--- src/rtl/pe_pkg.sv ---
// Shared types, default sizes and saturating-add helpers for the processing-element family.
package pe_pkg;

  localparam int DATA_W_DEF = 8;
  localparam int ACC_W_DEF  = 20;
  localparam int K_MAX_DEF  = 16;

  typedef enum logic [1:0] {
    IDLE = 2'd0,
    ACC  = 2'd1,
    DONE = 2'd2
  } pe_state_t;

  // Unsigned add clamped to [0, 2^w-1]; bit 64 of the result flags a clamp. Valid for w <= 63.
  function automatic logic [64:0] sat_add_u(input logic [63:0] a, input logic [63:0] b, input int w);
    logic [64:0] sum;
    logic [64:0] max;
    sum = {1'b0, a} + {1'b0, b};
    max = (65'd1 << w) - 65'd1;
    if (sum > max) begin
      sat_add_u = {1'b1, max[63:0]};
    end else begin
      sat_add_u = {1'b0, sum[63:0]};
    end
  endfunction

  // Signed add clamped to [-2^(w-1), 2^(w-1)-1]; operands arrive sign-extended to 64 bits.
  function automatic logic [64:0] sat_add_s(input logic [63:0] a, input logic [63:0] b, input int w);
    logic signed [64:0] sum;
    logic signed [64:0] hi;
    logic signed [64:0] lo;
    sum = $signed({a[63], a}) + $signed({b[63], b});
    hi  = (65'sd1 <<< (w - 1)) - 65'sd1;
    lo  = -(65'sd1 <<< (w - 1));
    if (sum > hi) begin
      sat_add_s = {1'b1, hi[63:0]};
    end else if (sum < lo) begin
      sat_add_s = {1'b1, lo[63:0]};
    end else begin
      sat_add_s = {1'b0, sum[63:0]};
    end
  endfunction

endpackage

--- src/rtl/pe_os_mac_if.sv ---
// Operand/result bus of one processing element: west/north operands in, east/south forwards and result out.
interface pe_os_mac_if
  import pe_pkg::*;
#(
  parameter int DATA_W = DATA_W_DEF,
  parameter int ACC_W  = ACC_W_DEF
);
  logic              in_valid;
  logic [DATA_W-1:0] a_in;
  logic [DATA_W-1:0] b_in;
  logic [DATA_W-1:0] a_out;
  logic [DATA_W-1:0] b_out;
  logic              out_valid;
  logic [ACC_W-1:0]  acc_out;
  logic              done;
  logic              ovf;

  modport master (
    output in_valid, a_in, b_in,
    input  a_out, b_out, out_valid, acc_out, done, ovf
  );

  modport slave (
    input  in_valid, a_in, b_in,
    output a_out, b_out, out_valid, acc_out, done, ovf
  );
endinterface

--- src/rtl/pe_mul_ext.sv ---
// Combinational DATA_W x DATA_W multiply, sign- or zero-extended to the accumulator width.
module pe_mul_ext
  import pe_pkg::*;
#(
  parameter int DATA_W = DATA_W_DEF,
  parameter int ACC_W  = ACC_W_DEF
) (
  input  logic [DATA_W-1:0] a,
  input  logic [DATA_W-1:0] b,
  input  logic              signed_mode,
  output logic [ACC_W-1:0]  prod
);
  localparam int PW = 2 * DATA_W;

  logic signed [PW-1:0] a_sx_s;
  logic signed [PW-1:0] b_sx_s;
  logic signed [PW-1:0] prod_sgn_s;
  logic        [PW-1:0] a_zx_s;
  logic        [PW-1:0] b_zx_s;
  logic        [PW-1:0] prod_uns_s;

  // Operands are widened first so the product keeps every bit in either mode.
  assign a_sx_s     = PW'($signed(a));
  assign b_sx_s     = PW'($signed(b));
  assign prod_sgn_s = a_sx_s * b_sx_s;
  assign a_zx_s     = PW'(a);
  assign b_zx_s     = PW'(b);
  assign prod_uns_s = a_zx_s * b_zx_s;

  // Select signed or unsigned product and extend it to the accumulator width
  always_comb begin
    prod = '0;
    if (signed_mode) begin
      prod = ACC_W'(prod_sgn_s);
    end else begin
      prod = ACC_W'(prod_uns_s);
    end
  end
endmodule

--- src/rtl/pe_os_mac.sv ---
// Output-stationary systolic MAC cell with valid handshake and programmable tile length.
// Optional macro PE_SAT_EN: saturating accumulation with sticky ovf; otherwise wrap and ovf tied 0.
module pe_os_mac
  import pe_pkg::*;
#(
  parameter int DATA_W = DATA_W_DEF,
  parameter int ACC_W  = ACC_W_DEF,
  parameter int K_MAX  = K_MAX_DEF,
  localparam int CNT_W = $clog2(K_MAX + 1)
) (
  input  logic             clk,
  input  logic             rst_n,
  input  logic             clear,
  input  logic             signed_mode,
  input  logic [CNT_W-1:0] k_len,
  pe_os_mac_if.slave       bus
);

  pe_state_t         state_r;
  logic [ACC_W-1:0]  acc_r;
  logic [CNT_W-1:0]  cnt_r;
  logic [CNT_W-1:0]  k_lat_r;
  logic              mode_lat_r;
  logic              done_r;
  logic              ovf_r;
  logic [DATA_W-1:0] a_r;
  logic [DATA_W-1:0] b_r;
  logic              v_r;

  logic              first_beat_s;
  logic              mode_s;
  logic [ACC_W-1:0]  prod_s;
  logic [ACC_W-1:0]  sum_s;
  logic              clamp_s;
  logic [CNT_W-1:0]  k_eff_s;
  logic [CNT_W-1:0]  cnt_inc_s;

  // A beat outside ACC opens a new tile and must use the live mode, not the stale latch.
  assign first_beat_s = bus.in_valid && (state_r != ACC);
  assign mode_s       = first_beat_s ? signed_mode : mode_lat_r;
  assign cnt_inc_s    = cnt_r + CNT_W'(1'b1);

  pe_mul_ext #(
    .DATA_W (DATA_W),
    .ACC_W  (ACC_W)
  ) u_mul (
    .a           (bus.a_in),
    .b           (bus.b_in),
    .signed_mode (mode_s),
    .prod        (prod_s)
  );

  // Effective tile length: zero means one beat, oversize requests clamp to K_MAX
  always_comb begin
    k_eff_s = k_len;
    if (k_len == CNT_W'(1'b0)) begin
      k_eff_s = CNT_W'(1'b1);
    end else if (k_len > CNT_W'(K_MAX)) begin
      k_eff_s = CNT_W'(K_MAX);
    end else begin
      k_eff_s = k_len;
    end
  end

`ifdef PE_SAT_EN
  logic [64:0] sat_res_s;
  logic        sat_unused_s;

  // Saturating accumulate using the mode latched at the tile's first beat
  always_comb begin
    sat_res_s = 65'd0;
    if (mode_lat_r) begin
      sat_res_s = sat_add_s(64'($signed(acc_r)), 64'($signed(prod_s)), ACC_W);
    end else begin
      sat_res_s = sat_add_u(64'(acc_r), 64'(prod_s), ACC_W);
    end
    sum_s   = sat_res_s[ACC_W-1:0];
    clamp_s = sat_res_s[64];
  end

  assign sat_unused_s = ^sat_res_s[63:ACC_W];
`else
  // Plain modulo-2^ACC_W accumulate
  always_comb begin
    sum_s   = acc_r + prod_s;
    clamp_s = 1'b0;
  end
`endif

  // Tile FSM, accumulator, beat counter and neighbour forwarding registers
  always_ff @(posedge clk or negedge rst_n) begin
    if (!rst_n) begin
      state_r    <= IDLE;
      acc_r      <= '0;
      cnt_r      <= '0;
      k_lat_r    <= '0;
      mode_lat_r <= 1'b0;
      done_r     <= 1'b0;
      ovf_r      <= 1'b0;
      a_r        <= '0;
      b_r        <= '0;
      v_r        <= 1'b0;
    end else if (clear) begin
      state_r    <= IDLE;
      acc_r      <= '0;
      cnt_r      <= '0;
      k_lat_r    <= '0;
      mode_lat_r <= 1'b0;
      done_r     <= 1'b0;
      ovf_r      <= 1'b0;
      a_r        <= '0;
      b_r        <= '0;
      v_r        <= 1'b0;
    end else begin
      a_r <= bus.a_in;
      b_r <= bus.b_in;
      v_r <= bus.in_valid;
      case (state_r)
        IDLE, DONE: begin
          if (bus.in_valid) begin
            acc_r      <= prod_s;
            cnt_r      <= CNT_W'(1'b1);
            k_lat_r    <= k_eff_s;
            mode_lat_r <= signed_mode;
            ovf_r      <= 1'b0;
            if (k_eff_s == CNT_W'(1'b1)) begin
              state_r <= DONE;
              done_r  <= 1'b1;
            end else begin
              state_r <= ACC;
              done_r  <= 1'b0;
            end
          end
        end
        ACC: begin
          if (bus.in_valid) begin
            acc_r <= sum_s;
            cnt_r <= cnt_inc_s;
            ovf_r <= ovf_r | clamp_s;
            if (cnt_inc_s == k_lat_r) begin
              state_r <= DONE;
              done_r  <= 1'b1;
            end
          end
        end
        default: begin
          state_r <= IDLE;
          done_r  <= 1'b0;
        end
      endcase
    end
  end

  assign bus.a_out     = a_r;
  assign bus.b_out     = b_r;
  assign bus.out_valid = v_r;
  assign bus.acc_out   = acc_r;
  assign bus.done      = done_r;
  assign bus.ovf       = ovf_r;

endmodule

--- src/flat_wrapper.sv ---
// flat-port wrapper written by rule: the top's interface ports become plain ports
module pe_os_mac_flat import pe_pkg::*;
#(
  parameter int DATA_W = DATA_W_DEF,
  parameter int ACC_W  = ACC_W_DEF,
  parameter int K_MAX  = K_MAX_DEF,
  localparam int CNT_W = $clog2(K_MAX + 1)
)
  (clk, rst_n, clear, signed_mode, k_len, bus_in_valid, bus_a_in, bus_b_in, bus_a_out, bus_b_out, bus_out_valid, bus_acc_out, bus_done, bus_ovf);
  pe_os_mac_if #(.DATA_W(DATA_W), .ACC_W(ACC_W)) bus_i ();
  input  logic clk;
  input  logic rst_n;
  input  logic clear;
  input  logic signed_mode;
  input  logic [CNT_W-1:0] k_len;
  input wire logic [$bits(bus_i.in_valid)-1:0] bus_in_valid;
  input wire logic [$bits(bus_i.a_in)-1:0] bus_a_in;
  input wire logic [$bits(bus_i.b_in)-1:0] bus_b_in;
  output wire logic [$bits(bus_i.a_out)-1:0] bus_a_out;
  output wire logic [$bits(bus_i.b_out)-1:0] bus_b_out;
  output wire logic [$bits(bus_i.out_valid)-1:0] bus_out_valid;
  output wire logic [$bits(bus_i.acc_out)-1:0] bus_acc_out;
  output wire logic [$bits(bus_i.done)-1:0] bus_done;
  output wire logic [$bits(bus_i.ovf)-1:0] bus_ovf;
  assign bus_i.in_valid = bus_in_valid;
  assign bus_i.a_in = bus_a_in;
  assign bus_i.b_in = bus_b_in;
  assign bus_a_out = bus_i.a_out;
  assign bus_b_out = bus_i.b_out;
  assign bus_out_valid = bus_i.out_valid;
  assign bus_acc_out = bus_i.acc_out;
  assign bus_done = bus_i.done;
  assign bus_ovf = bus_i.ovf;
  pe_os_mac #(.DATA_W(DATA_W), .ACC_W(ACC_W), .K_MAX(K_MAX)) u_core (.clk(clk), .rst_n(rst_n), .clear(clear), .signed_mode(signed_mode), .k_len(k_len), .bus(bus_i));
endmodule
--- config.mk ---
export PLATFORM = sky130hd
export DESIGN_NAME = pe_os_mac_flat
export DESIGN_NICKNAME = d
export VERILOG_FILES = /design/src/rtl/pe_pkg.sv /design/src/rtl/pe_os_mac_if.sv /design/src/rtl/pe_mul_ext.sv /design/src/rtl/pe_os_mac.sv /design/src/flat_wrapper.sv
export SDC_FILE = /design/constraint.sdc
export NUM_CORES = 1
export LEC_CHECK = 0
export CAP_MARGIN = 5
export CORE_MARGIN = 1
export CORE_UTILIZATION = 25
export CTS_CLUSTER_DIAMETER = 40
export DETAILED_ROUTE_END_ITERATION = 16
export SYNTH_ARGS = -nofsm -noshare
export SYNTH_HDL_FRONTEND = slang
export SYNTH_SLANG_ARGS = --single-unit
--- constraint.sdc ---
create_clock -name clk -period 9.3 [get_ports clk]
set_input_delay 1.86 -clock clk [delete_from_list [all_inputs] [get_ports clk]]
set_output_delay 1.86 -clock clk [all_outputs]
set_load 0.1 [all_outputs]
==> metrics <==
Post-Synth XOR/XNOR Area=0.0586; Power per Cell Area=278 nW/um^2; first-pass GRT wire length=29900 um; Vias=5577; area leader, netlist=fa_1; n_diodes=0; Fmax achieved=118 MHz; Routed WL=17100 um; CP Launch Type=input port; Synth cell types=55; register area share after synthesis=0.171; mapped cell area=7330 um^2; grt total ovfl=0; Layout Cells excl Fill=1274; Max Slew Vio Count=0; final worst path period share=0.909; cell with the most instances after synthesis=inv_1; worst setup path class=in2reg; syn avg cell area=8.80 um^2; RSZ-0062 raised after global routing=no; worst hold-check path type=reg2reg; status=complete, no violations; share of the synthesized area in the top cell type=0.235; Seq cells post-synth=50; initial antenna violation count=0; area delta synth->final=16.6%; Setup Fix Bufs, Post-CTS=0; TritonCTS clock tree=yes; Hold Vio Cnt, Final=0; FF-to-FF path depth=15; Clock Skew=0.0108 ns; internal reg-to-reg setup slack=4.36 ns; Worst Setup SP=bus_a_in[1]; Die ar.=30000 um^2; Total Negative Setup Slacks=0 ns; # resized after CTS=0; CP dominant cell by count=inv_1; pin count of the biggest net entering global routing=51; Critical Path Sink Type=register; # Max-Cap Violations=0; # nets final=1080; gr usage total=0.124; fraction of layout cells with a size suffix above 1=0.0449; Die H=173 um; Clock Path Buffers=2; post-synthesis mux area share=0.0161; asr flop ratio synth=1.00; Placer Congestion=0.816; H-tree depth=2; clock sink count=50; Compound-Gate Fraction of Synth Area=0.125; antenna viol nets, final=0; clk_lat worst skew=0.31 ns; Post-Synth Adder-Cell Area=0.370; crit path time final=8.46 ns; Commonest cells post-synth=inv_1, fa_1, ha_1, nand2_1, dfrtp_1; Placed Area=8390 um^2; EDFF count, synth=0; root buf cell=clkbuf_16; DR iter-0 viols=204; CP max FO=10; worst-margin pin slew=1.02 ns; CTS clk-pin slew, worst paths=0.08 ns; hold_buf cts=0; design area=8540 um^2; post-synthesis instance total=833; Initial Utilization=0.255; CP endpoint=u_core.bus.acc_out[19]; Pleak=4.17 nW; # IOs=65; largest family of logic cells by synthesized area=adder cells; FF-to-FF End=u_core.bus.acc_out[19]; synth top area cells=fa_1, dfrtp_1, ha_1; mean number of vias per cell=4.38; yosys warns=0; port buffer count=63; area share of and/or/nand/nor cells after synthesis=0.158; HPWL Detailed=14200 um; worst reg2reg path startpoint=u_core.state_r[0]; DRC violations left=0; crit-path max cell delay=0.63 ns; Die X=173 um; slew margin rel.=0.319; Data arrival, critical path=8.62 ns; Inst Count DP=1266; peak supply drop=134 uV; number of buffers created by CTS=5; drt pass-1 iters=5; CP Data Required Time=9.47 ns; most common flop cell mapped by yosys=dfrtp_1; vias in the first global route=6069; core area=28800 um^2; Setup Viol. Count Final=0; Core Rows=62; syn nets=1024; Routed WL per cell=13.4 um; CP max stage cell=clkdlybuf4s50_1
-- routing by layer --
metal / GRT usage / routed length, um
met2: 0.236 / 8880
met4: 0.0380 / 371
met5: 0 / 0
met3: 0.0158 / 458
met1: 0.142 / 7360
-- kinds of logic after synthesis --
family	after synthesis
muxes	11
adders and majority gates	165
DFF	50
buffers and inverters	190
other	1
xor gates and xnor gates	49
AOI/OAI and AO/OA	136
and+or+nand+nor	231
-- sequential cells by signal, summed over array words and instances (netlist names) --
| signal | flops |
|---|---|
| u_core.mode_lat_r | 1 |
| u_core.k_lat_r | 5 |
| u_core.bus.acc_out | 20 |
| u_core.bus.a_out | 8 |
| u_core.bus.b_out | 8 |
| u_core.bus.out_valid | 1 |
| u_core.state_r | 2 |
| u_core.cnt_r | 5 |
-- worst min-delay path by stage --
stage | startpoint | to | slack (ns) | cells after the start
5_1_grt | u_core.cnt_r[4] | u_core.cnt_r[4] | 0.54 | 2
3_5_place_dp | u_core.cnt_r[4] | u_core.cnt_r[4] | 0.49 | 2
6_report | u_core.cnt_r[4] | u_core.cnt_r[4] | 0.51 | 2
3_3_place_gp | u_core.cnt_r[4] | u_core.cnt_r[4] | 0.49 | 2
2_1_floorplan | u_core.cnt_r[4] | u_core.cnt_r[4] | 0.47 | 2
4_1_cts | u_core.cnt_r[4] | u_core.cnt_r[4] | 0.51 | 2
-- placed cells by master (no fill, tap or decap), types with 7 or more instances in the layout --
master	instances
buf_4	7
nor2_1	33
nand2_1	72
xor2_1	16
ha_1	79
nand3_1	12
xnor2_1	33
nand2b_1	10
clkdlybuf4s50_1	62
nor3_1	17
inv_1	169
o21ai_0	32
a21o_1	12
nor2b_1	24
fa_1	86
dfrtp_1	50
a21oi_1	35
and2_1	46
-- worst max-delay path, delay by kind of cell --
family | cells | cell delay [ns]
compound gates | 9 | 2.27
simple gates | 4 | 0.52
xor+xnor | 1 | 0.14
buf+inv | 6 | 0.89
mux | 1 | 0.19
fa+ha+maj | 6 | 2.74
-- metrics by stage --
step                      power [mW]  hold slack [ns]  setup WS [ns]  utilization
after CTS                       2.41            0.513          0.862        0.297
after global placement          2.18            0.486          0.627        0.291
after detailed placement        2.19            0.493          0.527        0.291
after floorplan                 1.80            0.469           1.49            -
after global routing            2.66            0.545          0.538        0.297
final                           2.38            0.509          0.843        0.297
-- cell type report --
type / count / area [um^2]
well taps: 384 / 480
clock buffers: 5 / 125
clock inverters: 3 / 28.8
inverters: 169 / 634
repair buffers: 70 / 678
fillers: 3007 / 20200
flip-flops and latches: 50 / 1250
multi-input cells: 593 / 5340
-- where the power goes --
part / switching [mW] / leakage, nW / total [mW] / internal (mW)
logic: 1.14 / 3.43 / 1.89 / 0.749
clock network: 0.101 / 0.0759 / 0.204 / 0.103
registers: 0.0345 / 0.664 / 0.284 / 0.250
total: 1.27 / 4.17 / 2.38 / 1.10
Power figures use the tool's default switching activity.
